===== src/rtl/turf_cmd_pkg.sv =====
// ---------------------------------------------------------------------------
// turf_cmd_pkg
// Shared definitions for the TURF->SURF command serializer: frame geometry
// constants, the idle line level, the serializer state enum, and the parity
// helper used when a command word is latched.
// ---------------------------------------------------------------------------
package turf_cmd_pkg;

  localparam int   CMD_DATA_BITS  = 32;
  // Start bit + 32 data bits + parity bit.
  localparam int   CMD_FRAME_BITS = 34;
  localparam logic CMD_IDLE_LEVEL = 1'b0;

  typedef enum logic [2:0] {
    ST_IDLE   = 3'd0,
    ST_START  = 3'd1,
    ST_DATA   = 3'd2,
    ST_PARITY = 3'd3,
    ST_GAP    = 3'd4
  } cmd_state_e;

  // Odd parity: the returned bit makes the total number of ones
  // (data + parity) odd.
  function automatic logic odd_parity(input logic [CMD_DATA_BITS-1:0] data);
    return ~^data;
  endfunction

endpackage


===== src/rtl/turf_cmd_bit_timer.sv =====
// ---------------------------------------------------------------------------
// turf_cmd_bit_timer
// Divides the clock into serial bit-times of BIT_CYCLES cycles. While enabled
// it counts 0..BIT_CYCLES-1 and raises bit_end_o during the last cycle of
// each bit-time. load_i restarts the count at 0.
//
// Ports:
//   clk_i      in   clock
//   reset_i    in   synchronous active-high reset
//   en_i       in   count enable (a frame or gap is in progress)
//   load_i     in   restart the bit-time at count 0
//   bit_end_o  out  high in the final cycle of the current bit-time
// ---------------------------------------------------------------------------
module turf_cmd_bit_timer #(
  parameter int BIT_CYCLES = 1
) (
  input  logic clk_i,
  input  logic reset_i,
  input  logic en_i,
  input  logic load_i,
  output logic bit_end_o
);

  // At least one bit of counter even when BIT_CYCLES=1; the counter then
  // never leaves 0 because every enabled cycle is a bit end.
  localparam int CW = (BIT_CYCLES > 1) ? $clog2(BIT_CYCLES) : 1;

  logic [CW-1:0] cnt_q;
  logic [CW-1:0] cnt_d;

  assign bit_end_o = en_i & (cnt_q == CW'(BIT_CYCLES - 1));

  // Next count: wrap on bit end or restart on load, otherwise advance while enabled.
  always_comb begin
    cnt_d = cnt_q;
    if (load_i || bit_end_o) begin
      cnt_d = '0;
    end else if (en_i) begin
      cnt_d = cnt_q + CW'(1);
    end else begin
      cnt_d = cnt_q;
    end
  end

  // Count register.
  always_ff @(posedge clk_i) begin
    if (reset_i) begin
      cnt_q <= '0;
    end else begin
      cnt_q <= cnt_d;
    end
  end

endmodule


===== src/rtl/turf_cmd_serializer.sv =====
// ---------------------------------------------------------------------------
// turf_cmd_serializer
// Frames 32-bit TURF->SURF command words as: start bit (1), data MSB first,
// odd-parity bit, then GAP_BITS idle bit-times. The frame is broadcast on
// every CMD line selected by the mask latched with the word; unselected lines
// stay at the idle level. Upstream hands words over with valid/ready.
//
// Ports:
//   CLK125         in   clock, all logic on its rising edge
//   reset_i        in   synchronous active-high reset
//   cmd_data_i     in   [31:0] command word
//   cmd_mask_i     in   [NUM_SURFS-1:0] 1 = SURF receives this frame
//   cmd_valid_i    in   upstream offers a word
//   cmd_ready_o    out  word can be accepted (IDLE only)
//   CMD            out  [NUM_SURFS-1:0] serial command lines, idle low
//   busy_o         out  frame or gap in progress
//   frame_count_o  out  [15:0] completed frames, wraps
// ---------------------------------------------------------------------------
module turf_cmd_serializer
  import turf_cmd_pkg::*;
#(
  parameter int NUM_SURFS  = 12,
  parameter int BIT_CYCLES = 1,
  parameter int GAP_BITS   = 2
) (
  input  logic                 CLK125,
  input  logic                 reset_i,
  input  logic [31:0]          cmd_data_i,
  input  logic [NUM_SURFS-1:0] cmd_mask_i,
  input  logic                 cmd_valid_i,
  output logic                 cmd_ready_o,
  output logic [NUM_SURFS-1:0] CMD,
  output logic                 busy_o,
  output logic [15:0]          frame_count_o
);

  cmd_state_e               state_q;
  logic [CMD_DATA_BITS-1:0] data_q;
  logic [NUM_SURFS-1:0]     mask_q;
  logic                     parity_q;
  logic [4:0]               idx_q;
  logic [3:0]               gap_q;
  logic [NUM_SURFS-1:0]     cmd_q;
  logic                     ready_q;
  logic                     busy_q;
  logic [15:0]              count_q;

  logic accept_s;
  logic bit_end_s;
  logic timer_en_s;

  assign accept_s   = (state_q == ST_IDLE) & ready_q & cmd_valid_i;
  assign timer_en_s = (state_q != ST_IDLE);

  turf_cmd_bit_timer #(
    .BIT_CYCLES (BIT_CYCLES)
  ) u_bit_timer (
    .clk_i     (CLK125),
    .reset_i   (reset_i),
    .en_i      (timer_en_s),
    .load_i    (accept_s),
    .bit_end_o (bit_end_s)
  );

  // Serializer FSM. CMD is loaded with the value of the upcoming bit at the
  // edge that enters each bit-time, so the wire is fully registered.
  always_ff @(posedge CLK125) begin
    if (reset_i) begin
      state_q  <= ST_IDLE;
      data_q   <= '0;
      mask_q   <= '0;
      parity_q <= 1'b0;
      idx_q    <= 5'd0;
      gap_q    <= 4'd0;
      cmd_q    <= {NUM_SURFS{CMD_IDLE_LEVEL}};
      ready_q  <= 1'b0;
      busy_q   <= 1'b0;
      count_q  <= 16'd0;
    end else begin
      case (state_q)
        ST_IDLE: begin
          ready_q <= 1'b1;
          cmd_q   <= {NUM_SURFS{CMD_IDLE_LEVEL}};
          if (accept_s) begin
            data_q   <= cmd_data_i;
            mask_q   <= cmd_mask_i;
            parity_q <= odd_parity(cmd_data_i);
            // Start bit is a 1 on every selected line.
            cmd_q    <= cmd_mask_i;
            ready_q  <= 1'b0;
            busy_q   <= 1'b1;
            state_q  <= ST_START;
          end
        end

        ST_START: begin
          if (bit_end_s) begin
            idx_q   <= 5'd31;
            cmd_q   <= mask_q & {NUM_SURFS{data_q[31]}};
            state_q <= ST_DATA;
          end
        end

        ST_DATA: begin
          if (bit_end_s) begin
            if (idx_q == 5'd0) begin
              cmd_q   <= mask_q & {NUM_SURFS{parity_q}};
              state_q <= ST_PARITY;
            end else begin
              idx_q <= idx_q - 5'd1;
              cmd_q <= mask_q & {NUM_SURFS{data_q[idx_q - 5'd1]}};
            end
          end
        end

        ST_PARITY: begin
          if (bit_end_s) begin
            cmd_q   <= {NUM_SURFS{CMD_IDLE_LEVEL}};
            gap_q   <= 4'd0;
            count_q <= count_q + 16'd1;
            state_q <= ST_GAP;
          end
        end

        ST_GAP: begin
          if (bit_end_s) begin
            if (gap_q == 4'(GAP_BITS - 1)) begin
              busy_q  <= 1'b0;
              ready_q <= 1'b1;
              state_q <= ST_IDLE;
            end else begin
              gap_q <= gap_q + 4'd1;
            end
          end
        end

        default: begin
          cmd_q   <= {NUM_SURFS{CMD_IDLE_LEVEL}};
          busy_q  <= 1'b0;
          ready_q <= 1'b0;
          state_q <= ST_IDLE;
        end
      endcase
    end
  end

  assign CMD           = cmd_q;
  assign cmd_ready_o   = ready_q;
  assign busy_o        = busy_q;
  assign frame_count_o = count_q;

endmodule


===== config.mk =====
export PLATFORM = sky130hd
export DESIGN_NAME = turf_cmd_serializer
export DESIGN_NICKNAME = d
export VERILOG_FILES = /design/src/rtl/turf_cmd_pkg.sv /design/src/rtl/turf_cmd_bit_timer.sv /design/src/rtl/turf_cmd_serializer.sv
export SDC_FILE = /design/constraint.sdc
export NUM_CORES = 1
export LEC_CHECK = 0
export ABC_AREA = 1
export BUFFER_PORTS_ARGS = -buffer_cell sky130_fd_sc_hd__buf_2
export CAP_MARGIN = 20
export CORE_MARGIN = 4
export CORE_UTILIZATION = 50
export DETAILED_ROUTE_END_ITERATION = 8
export PLACE_DENSITY = 0.75
export SLEW_MARGIN = 40
export SYNTH_ARGS = -nofsm -noshare
export SYNTH_HDL_FRONTEND = slang
export SYNTH_SLANG_ARGS = --single-unit

===== constraint.sdc =====
create_clock -name CLK125 -period 2.1 [get_ports CLK125]
set_input_delay 0.42 -clock CLK125 [delete_from_list [all_inputs] [get_ports CLK125]]
set_output_delay 0.42 -clock CLK125 [all_outputs]
set_load 0.03 [all_outputs]

==> results of run 1 <==
## area by class of cell
class                           count  share of cell area
Timing Repair Buffer               84              0.0915
Clock buffer                       10              0.0251
Tap cell                          105              0.0258
Clock inverter                      6              0.0212
Multi-Input combinational cell    460               0.445
Sequential cell                    88               0.346
Inverter                           61              0.0450
## cells in the final DEF, fill, tap and decap left out, types with 2 or more instances in the layout
master / Yosys / layout
bufinv_16: 0 / 3
buf_12: 0 / 2
nand3_1: 49 / 48
inv_1: 59 / 58
xnor2_1: 22 / 22
nand2_2: 3 / 3
nand3_2: 3 / 4
nand2_1: 207 / 207
a221oi_1: 3 / 3
clkinv_2: 0 / 2
o21ai_0: 12 / 12
a21oi_1: 78 / 77
buf_4: 2 / 6
dfxtp_1: 88 / 88
clkbuf_8: 0 / 9
buf_2: 3 / 76
nor3_1: 10 / 10
nor2_1: 40 / 40
a211oi_1: 4 / 4
nor2_2: 2 / 2
nand4_1: 4 / 4
xor2_1: 9 / 9
ha_1: 4 / 3
inv_2: 2 / 3
## flip-flops by register name (all words and copies together), names as in the netlist
signal and flops:
u_bit_timer.cnt_q 1, CMD 12, idx_q 5, state_q 3, busy_o 1, parity_q 1, gap_q 4, data_q 32
frame_count_o 16, cmd_ready_o 1, mask_q 12
## layer usage
layer,global-route usage,part of all wire
met5,0,0
met4,0.0562,0.011
met3,0.0318,0.051
met2,0.335,0.47
met1,0.249,0.46
## tightest hold or removal path: stages
cell     delay, ps
buf_2          110
nand2_1         60
a21oi_1         50
## worst max path at each step
stage | end | start | slack (ps) | cells past startpoint
4_1_cts | CMD[0]$_SDFFE_PP0P_ | idx_q[0]$_SDFFE_PP0P_ | 6 | 12
2_1_floorplan | CMD[10]$_SDFFE_PP0P_ | idx_q[0]$_SDFFE_PP0P_ | 20 | 16
6_report | CMD[8]$_SDFFE_PP0P_ | idx_q[1]$_SDFFE_PP0P_ | 190 | 12
3_3_place_gp | CMD[10]$_SDFFE_PP0P_ | idx_q[0]$_SDFFE_PP0P_ | 50 | 11
3_5_place_dp | CMD[0]$_SDFFE_PP0P_ | idx_q[0]$_SDFFE_PP0P_ | 20 | 12
5_1_grt | CMD[3]$_SDFFE_PP0P_ | idx_q[1]$_SDFFE_PP0P_ | 40 | 14
## power by group
group / internal (W) / switching [W] / total, W
Combinational: 0.000760 / 0.00144 / 0.00220
Sequential: 0.00185 / 0.000120 / 0.00197
Clock: 0.000787 / 0.000592 / 0.00138
Total: 0.00340 / 0.00215 / 0.00555
## stage by stage
stage                     power (W)   util
final                       0.00555  0.613
after floorplan             0.00355      -
after detailed placement    0.00407  0.580
after global routing        0.00594  0.613
after CTS                   0.00544  0.608
after global placement      0.00401  0.579
## cell families (layout without fill, tap and decap cells)
logic type,count (synthesis),after routing,synth area share
AO/OA/AOI/OAI,99,99,0.121
XOR/XNOR,31,31,0.0627
buffers and inverters,88,161,0.0806
AND/OR/NAND/NOR,325,326,0.317
flip-flops,88,88,0.407
adder cells (fa/ha/maj),4,4,0.0116
## repair_timing
| action | 4_1_cts | 5_1_grt |
|---|---|---|
| gates resized for setup | 0 | 5 |
| endpoints found under the setup margin | 0 | 14 |
| setup buffers | 0 | 0 |
==> key figures, run 1 <==
Critical path
  – Most frequent CP cell: nand3_1
  – Setup Crit Path Kind: reg2reg
  – Crit path launch type: register
  – CP required: roughly 2300 ps
  – CP max stage cell: dfxtp_1
  – CP Buf/Inv Count: 2
  – Critical-path cell list: inv_1, ha_4, buf_4, nand3_1, nand3_1, nand3_1, nand3b_1, nand3_2, nand3_1, nand2_1, nand2_1, a21oi_1
  – Reg2reg end: CMD[8]$_SDFFE_PP0P_
  – Crit Path Max Fanout: 7
  – Crit. End Element: register
  – Worst reg2reg startpoint: idx_q[1]$_SDFFE_PP0P_
  – R2R Setup Slk: 190 ps
  – CP arrival: 2140 ps
  – Delay-heaviest family, CP: simple AND/OR/NAND/NOR gates
  – R2R cell count: 12
  – Worst path max stage delay: about 330 ps

Placed design
  – IO Port Bufs: 76
  – Cell Area, Placed: a little under 0.005 sq mm
  – Placed cells: roughly 800
  – Pre-CTS setup slack: 19.9 ps
  – DP HPWL: 6990 um
  – Placer Congestion: 0.819

Route
  – Antenna-violating nets left: 0
  – Via/cell ratio: 5.12
  – Via Count: about 4200
  – Post-Route WL: 9950 um
  – Pre-antenna DRT Iters: 5
  – DRC viols: 0
  – Average wire per standard cell: 12.2 um
  – First-iteration detailed-routing DRC count: 197

Global routing
  – Antenna violations before repair: 0
  – First-pass GRT wire length: roughly 16000 um
  – Largest net degree at the start of global routing: 72
  – Gr usage total: 0.194
  – Vias in the first global route: about 4000
  – Overflow after GRT: 0

Synthesis
  – Main flop type after synthesis: dfxtp_1
  – #FFs+latches synth: a little under 90
  – Netlist cell types: 32
  – Most frequent cell after synthesis: nand2_1
  – Netlist Area Pre-Place: about 0.0043 sq mm
  – Leading post-synthesis cells by cell area: dfxtp_1 (41%), nand2_1 (18%), a21oi_1 (9.0%)
  – Synth warn: 0
  – Cell taking the most area after synthesis: dfxtp_1
  – Asr flop ratio synth: 0
  – Synth top cells by count: nand2_1 (207), dfxtp_1 (88), a21oi_1 (78)
  – Mapped Avg Cell Area: 6.82 sq um
  – Syn_nets: roughly 690
  – Post-synth EDFFs: 0
  – Yosys top cell area share: 0.407
  – Mapped Cells: 635
  – Sequential-to-total area share from yosys stat: 0.407

Die
  – Die Height: about 100 um
  – Placeable Area: 0.00830 sq mm
  – Initial Utilization: 0.522
  – I/O Pins: 77
  – Row count: 33
  – Die X: roughly 100 um
  – Die Footprint: a little over 0.01 sq mm

Hold path
  – Beginning of the worst hold path: cmd_data_i[29]
  – Cells on Worst Hold Path: 3
  – Hold path endpoint: data_q[29]$_SDFFE_PP0P_
  – Worst hold path type: in2reg

Clocking
  – Clock-pin slew on the worst setup and hold paths: 90 ps
  – CTS Hold Bufs: 0
  – Clock root buffer: clkbuf_8
  – Clk Latency, worst-skew pair: roughly 350 ps
  – Clock sinks: 88
  – CTS tree: done
  – Clk buf depth: 2
  – H-tree depth: 3
  – CTS Buf Count: 9

Layout
  – Area growth syn-to-layout: 17.5%
  – Diode count: 0
  – Register area: 0.00176 sq mm
  – Final std cell area, no fill: 0.00509 sq mm
  – Final nets: 755
  – Filler Cells Inserted: 774
  – Share of cells above drive strength 1: 0.169
  – Final Non-Filler Cells: 814
  – Multi-input gate area: approximately 0.0023 sq mm

STA
  – Final setup margin: 194 ps
  – Final Hold Vio Count: 0
  – Final setup violation count: 0
  – Least-Margin Pin Slew: 604 ps
  – Setup TNS: 0 ps
  – Fin crit period: about 1900 ps
  – Relative slew slack: 0.597
  – Hold WS: 320 ps
  – RSZ-0062 raised after global routing: false
  – Tcrit/Tclk final: 0.908
  – Max frequency: between 0.5 and 0.6 GHz
  – Slew Limit Fails: 0
  – Fin Clk Skew: roughly 12 ps

Status
  – Status: finished clean

Power
  – Peak supply drop: 0.552 mV
  – Lkg Pwr: 2.10 nW
  – PwrDens: 1090 mW/mm^2

Run
  – Max Cap Viol: 0
(Power assumes the default switching activity.)
==> run 2, diff against run 1 <==
PLACE_DENSITY = 0.73   (was 0.75)
clock period = 2.11 ns   (was 2.1 ns; I/O delays follow)
==> key figures, run 2 (synthesis gave the netlist of run 1 again) <==
Critical path
  – CP max stage cell: dfxtp_1
  – Delay-heaviest family, CP: simple AND/OR/NAND/NOR gates
  – Worst path max stage delay: 340 ps (about the same)
  – Most frequent CP cell: nand3_1
  – Crit path from: idx_q[1]$_SDFFE_PP0P_
  – CP required: 2390 ps (+50 ps)
  – Crit. End Element: register
  – Worst reg2reg startpoint: idx_q[1]$_SDFFE_PP0P_
  – Levels on crit path: 12 (unchanged)
  – R2R Setup Slk: 190 ps (about the same)
  – Critical-path cell list: inv_2, ha_4, buf_4, nand3_1, nand3_1, nand3_1, nand3b_1, nand3_4, nand3_1, nand2_1, nand2_1, a21oi_2
  – CP Buf/Inv Count: 2 (unchanged)
  – Setup Crit Path Kind: reg2reg
  – Reg2reg end: CMD[11]$_SDFFE_PP0P_
  – Crit Path Max Fanout: 6 (-1)
  – CP arrival: 2200 ps (+60 ps)
  – R2R cell count: 12 (unchanged)
  – Crit path launch type: register

Placed design
  – DP HPWL: 6930 um (-0.80%)
  – Placer Congestion: 0.854 (+4.2%)
  – Placed cells: 796 (-0.13%)
  – IO Port Bufs: 76 (unchanged)

STA
  – Relative slew slack: 0.599 (+0.00139)
  – Slew Limit Fails: 0 (unchanged)
  – RSZ-0062 raised after global routing: false
  – Least-Margin Pin Slew: 602 ps (-2.08 ps)
  – Setup TNS: 0 ps (unchanged)
  – Max frequency: 0.521 GHz (-0.63%)
  – Fin Clk Skew: 11.2 ps (-0.617 ps)
  – Tcrit/Tclk final: 0.909 (+0.00146)
  – Final Hold Vio Count: 0 (unchanged)
  – Fin crit period: 1920 ps (+12.2 ps)
  – Final setup violation count: 0 (unchanged)

Route
  – Via Count: 4143 (-0.65%)
  – Antenna-violating nets left: 0 (unchanged)
  – Average wire per standard cell: 12.3 um (+0.44%)
  – Post-Route WL: 9980 um (+0.31%)
  – Pre-antenna DRT Iters: 5 (unchanged)
  – First-iteration detailed-routing DRC count: 166 (-16%)
  – DRC viols: 0 (unchanged)
  – Via/cell ratio: 5.10 (-0.53%)

Die
  – Die Footprint: 0.0102 sq mm (unchanged)
  – Initial Utilization: 0.522 (unchanged)
  – Die X: 101 um (unchanged)
  – Die Height: 101 um (unchanged)
  – Row count: 33 (unchanged)
  – Placeable Area: 0.00830 sq mm (unchanged)
  – I/O Pins: 77 (unchanged)

Clocking
  – CTS Hold Bufs: 0 (unchanged)
  – CTS Buf Count: 9 (unchanged)
  – CTS tree: done
  – H-tree depth: 3 (unchanged)
  – Clock-pin slew on the worst setup and hold paths: 80 ps (about the same)
  – Clock root buffer: clkbuf_8
  – Clock sinks: 88 (unchanged)
  – Clk buf depth: 2 (unchanged)
  – Clk Latency, worst-skew pair: 350 ps (about the same)

Layout
  – Share of cells above drive strength 1: 0.172 (+0.00306)
  – Area growth syn-to-layout: 17.3%
  – Max reg flops: 32 (unchanged)
  – Diode count: 0 (unchanged)
  – Final Non-Filler Cells: 813 (-0.12%)
  – Filler Cells Inserted: 786 (+1.6%)
  – Final nets: 755 (unchanged)
  – Most frequent cells in the layout: nand2_1 (206), dfxtp_1 (88), a21oi_1 (76), buf_2 (76), inv_1 (56)
  – Commonest non-fill, non-tap cell in the layout: nand2_1
  – Biggest register: data_q

Global routing
  – Gr usage total: 0.197 (+0.00326)
  – Overflow after GRT: 0 (unchanged)
  – First-pass GRT wire length: 16800 um (+2.4%)
  – Antenna violations before repair: 0 (unchanged)
  – Largest net degree at the start of global routing: 72 (unchanged)
  – Vias in the first global route: 3912 (+0.59%)

Hold path
  – Worst hold path type: in2reg
  – Cells on Worst Hold Path: 3 (unchanged)
  – Beginning of the worst hold path: cmd_data_i[24]
  – Hold path endpoint: data_q[24]$_SDFFE_PP0P_

Power
  – Peak supply drop: 0.504 mV (-8.7%)
  – Lkg Pwr: 2.10 nW (-0.17%)
  – PwrDens: 1080 mW/mm^2 (-1.3%)

Status
  – Status: finished clean

Run
  – Max Cap Viol: 0 (unchanged)
==> run 2: stage by stage <==
stage	power [W]	area (sq um)	util	hold WS (ps)	worst slack [ps]
after floorplan	0.00353	4330	-	444	34.4
final	0.00548	5080	0.612	338	192
after CTS	0.00529	5020	0.605	324	27.7
after global routing	0.00588	5080	0.612	337	6.27
after global placement	0.00397	4800	0.578	448	42.7
after detailed placement	0.00401	4800	0.579	452	35.0
==> run 2: worst max path at each step <==
stage	end	slack, ps
2_1_floorplan	CMD[10]$_SDFFE_PP0P_	30
3_3_place_gp	CMD[10]$_SDFFE_PP0P_	40
3_5_place_dp	CMD[1]$_SDFFE_PP0P_	40
4_1_cts	CMD[1]$_SDFFE_PP0P_	30
5_1_grt	CMD[11]$_SDFFE_PP0P_	6
6_report	CMD[11]$_SDFFE_PP0P_	190
==> run 2: area by class of cell <==
type                            count  area (sq um)  share of cell area
Inverter                           61           229              0.0451
Clock buffer                       12           155              0.0305
Clock inverter                      3          65.1              0.0128
Timing Repair Buffer               84           465              0.0916
Sequential cell                    88          1760               0.347
Tap cell                          105           131              0.0259
Multi-Input combinational cell    460          2270               0.447
==> run 2: worst register-to-register path, stage by stage (launching register included) <==
cell	delay [ps]
dfxtp_1	340
inv_2	60
ha_4	260
buf_4	150
nand3_1	90
nand3_1	70
nand3_1	90
nand3b_1	230
nand3_4	190
nand3_1	90
nand2_1	110
nand2_1	60
a21oi_2	130
==> run 2: repair_timing <==
action,CTS,global route
gates resized for setup,0,9
endpoints found under the setup margin,0,12
buffers inserted,0,1
hold endpoints to repair,0,0
==> run 2: report_power, final <==
part	total (W)	switching [W]	internal (W)
clock	0.00128	0.000556	0.000725
sequential	0.00196	0.000118	0.00184
combinational	0.00223	0.00147	0.000762
total	0.00548	0.00214	0.00333
==> run 2: per-layer routing <==
metal  track usage  up-vias  wire length, um
li1              -     2163                -
met1         0.243     1880             4450
met2         0.352       88             4870
met3        0.0394       12              527
met4        0.0481        0              128
met5             0        -                0
==> run 3, diff against run 2 <==
clock period = 2.4 ns   (was 2.11 ns; I/O delays follow)
==> key figures, run 3 (synthesis gave the netlist of run 1 again) <==
Layout
  – Area growth syn-to-layout: 16.7%
  – Biggest register: data_q
  – Commonest non-fill, non-tap cell in the layout: nand2_1
  – Diode count: 0 (unchanged)
  – Max reg flops: 32 (unchanged)
  – Final nets: 754 (-0.13%)
  – Share of cells above drive strength 1: 0.164 (-0.00847)
  – Most frequent cells in the layout: nand2_1 (207), dfxtp_1 (88), a21oi_1 (77)
  – Multi-input gate area: 0.00222 sq mm (-2.1%)
  – Register area: 0.00176 sq mm (unchanged)
  – Filler Cells Inserted: 796 (+1.3%)
  – Final std cell area, no fill: 0.00505 sq mm (-0.54%)
  – Final core utilization: 0.609 (-0.00332)

Hold path
  – Worst hold path type: in2reg
  – Beginning of the worst hold path: cmd_data_i[10]
  – Hold path endpoint: data_q[10]$_SDFFE_PP0P_
  – Cells on Worst Hold Path: 3 (unchanged)

STA
  – Max frequency: 0.491 GHz (-5.9%)
  – RSZ-0062 raised after global routing: false
  – Final setup violation count: 0 (unchanged)
  – Setup TNS: 0 ps (unchanged)
  – Relative slew slack: 0.614 (+0.0147)
  – Fin Clk Skew: 8.59 ps (-2.59 ps)
  – Tcrit/Tclk final: 0.849 (-0.0600)
  – Final Hold Vio Count: 0 (unchanged)
  – Least-Margin Pin Slew: 580 ps (-22.1 ps)
  – Slew Limit Fails: 0 (unchanged)
  – Fin crit period: 2040 ps (+120 ps)

Global routing
  – First-pass GRT wire length: 16700 um (-0.78%)
  – Largest net degree at the start of global routing: 72 (unchanged)
  – Antenna violations before repair: 0 (unchanged)
  – Vias in the first global route: 3916 (+0.10%)
  – Overflow after GRT: 0 (unchanged)
  – Gr usage total: 0.197 (-0.000604)

Power
  – Peak supply drop: 0.454 mV (-9.9%)
  – PwrDens: 941 mW/mm^2 (-13%)
  – Lkg Pwr: 2.10 nW (+0.31%)
  – Pwr Total: 0.00475 W (-13%)

Critical path
  – CP arrival: 2280 ps (+80 ps)
  – Worst reg2reg startpoint: idx_q[0]$_SDFFE_PP0P_
  – R2R cell count: 12 (unchanged)
  – Most frequent CP cell: nand3_1
  – Crit path launch type: register
  – Crit. End Element: register
  – R2R Setup Slk: 360 ps (+170 ps)
  – Worst path max stage delay: 360 ps (+20 ps)
  – CP required: 2640 ps (+250 ps)
  – Critical-path cell list: inv_2, ha_1, inv_1, nand3_1, nand3_1, nand3_1, nand3_1, nand3_2, nand3_1, nand2_1, nand2_1, a21oi_1
  – Reg2reg end: CMD[9]$_SDFFE_PP0P_
  – Crit Path Max Fanout: 12 (+6)
  – Setup Crit Path Kind: reg2reg
  – CP max stage cell: dfxtp_1

Die
  – Placeable Area: 0.00830 sq mm (unchanged)
  – Initial Utilization: 0.522 (unchanged)
  – Row count: 33 (unchanged)
  – I/O Pins: 77 (unchanged)
  – Die Footprint: 0.0102 sq mm (unchanged)
  – Die X: 101 um (unchanged)
  – Die Height: 101 um (unchanged)

Clocking
  – Post-CTS resize count: 0 (unchanged)
  – CTS tree: done
  – Clk buf depth: 2 (unchanged)
  – Clock root buffer: clkbuf_8
  – Clk Latency, worst-skew pair: 360 ps (about the same)
  – Clock sinks: 88 (unchanged)
  – Post-CTS Repair Setup Buffers: 0 (unchanged)
  – Clock-pin slew on the worst setup and hold paths: 80 ps (about the same)
  – H-tree depth: 3 (unchanged)
  – CTS Hold Bufs: 0 (unchanged)
  – CTS Buf Count: 9 (unchanged)

Placed design
  – Cell Area, Placed: 0.00480 sq mm (-0.10%)
  – DP HPWL: 7090 um (+2.3%)
  – IO Port Bufs: 76 (unchanged)
  – Placer Congestion: 0.826 (-3.3%)

Route
  – Via/cell ratio: 5.07 (-0.48%)
  – Pre-antenna DRT Iters: 5 (unchanged)
  – First-iteration detailed-routing DRC count: 201 (+21%)
  – Average wire per standard cell: 12.0 um (-1.9%)
  – Post-Route WL: 9790 um (-1.9%)
  – DRC viols: 0 (unchanged)
  – Via Count: 4123 (-0.48%)
  – Antenna-violating nets left: 0 (unchanged)

Run
  – Max Cap Viol: 0 (unchanged)

Status
  – Status: finished clean
## run 3: metal layers
metal | vias to the layer above | wire (um) | global-route usage | share of wire
met3 | 11 | 588 | 0.0339 | 0.060
li1 | 2153 | - | - | -
met2 | 102 | 4670 | 0.339 | 0.48
met4 | 0 | 98 | 0.0726 | 0.010
met5 | - | 0 | 0 | 0
met1 | 1857 | 4430 | 0.245 | 0.45
## run 3: final cells by class
class / instances / share of cell area
Sequential cell: 88 / 0.349
Clock inverter: 5 / 0.0203
Tap cell: 105 / 0.0260
Timing Repair Buffer: 84 / 0.0897
Clock buffer: 11 / 0.0300
Multi-Input combinational cell: 459 / 0.440
Inverter: 61 / 0.0453
## run 3: power by group
part	leakage (nW)	switching, W	internal (W)
combinational	1.27	0.00116	0.000599
sequential	0.712	0.000107	0.00162
clock	0.126	0.000521	0.000746
total	2.10	0.00179	0.00297
## run 3: through the flow
stage	setup slack, ps	cells	hold slack (ps)
CTS	341	813	372
floorplan	260	635	444
global route	146	813	382
finish	362	813	379
detailed placement	361	797	456
global placement	330	797	448
## run 3: critical path: cells and delay by family (launching register included)
kind | cells | cell delay [ps]
adder cells (fa/ha/maj) | 1 | 290
buffers and inverters | 2 | 280
AO/OA/AOI/OAI | 1 | 70
flip-flops | 1 | 360
AND/OR/NAND/NOR | 8 | 920
## run 3: worst max path at each step
stage                                startpoint              endpoint  slack (ps)  cells after the start
after global routing      idx_q[1]$_SDFFE_PP0P_   CMD[8]$_SDFFE_PP0P_         150                     12
after global placement    idx_q[0]$_SDFFE_PP0P_  CMD[10]$_SDFFE_PP0P_         330                     11
final                     idx_q[0]$_SDFFE_PP0P_   CMD[9]$_SDFFE_PP0P_         360                     12
after floorplan           idx_q[0]$_SDFFE_PP0P_  CMD[10]$_SDFFE_PP0P_         260                     16
after detailed placement  idx_q[1]$_SDFFE_PP0P_  CMD[11]$_SDFFE_PP0P_         360                     12
after CTS                 idx_q[0]$_SDFFE_PP0P_  CMD[11]$_SDFFE_PP0P_         340                     12
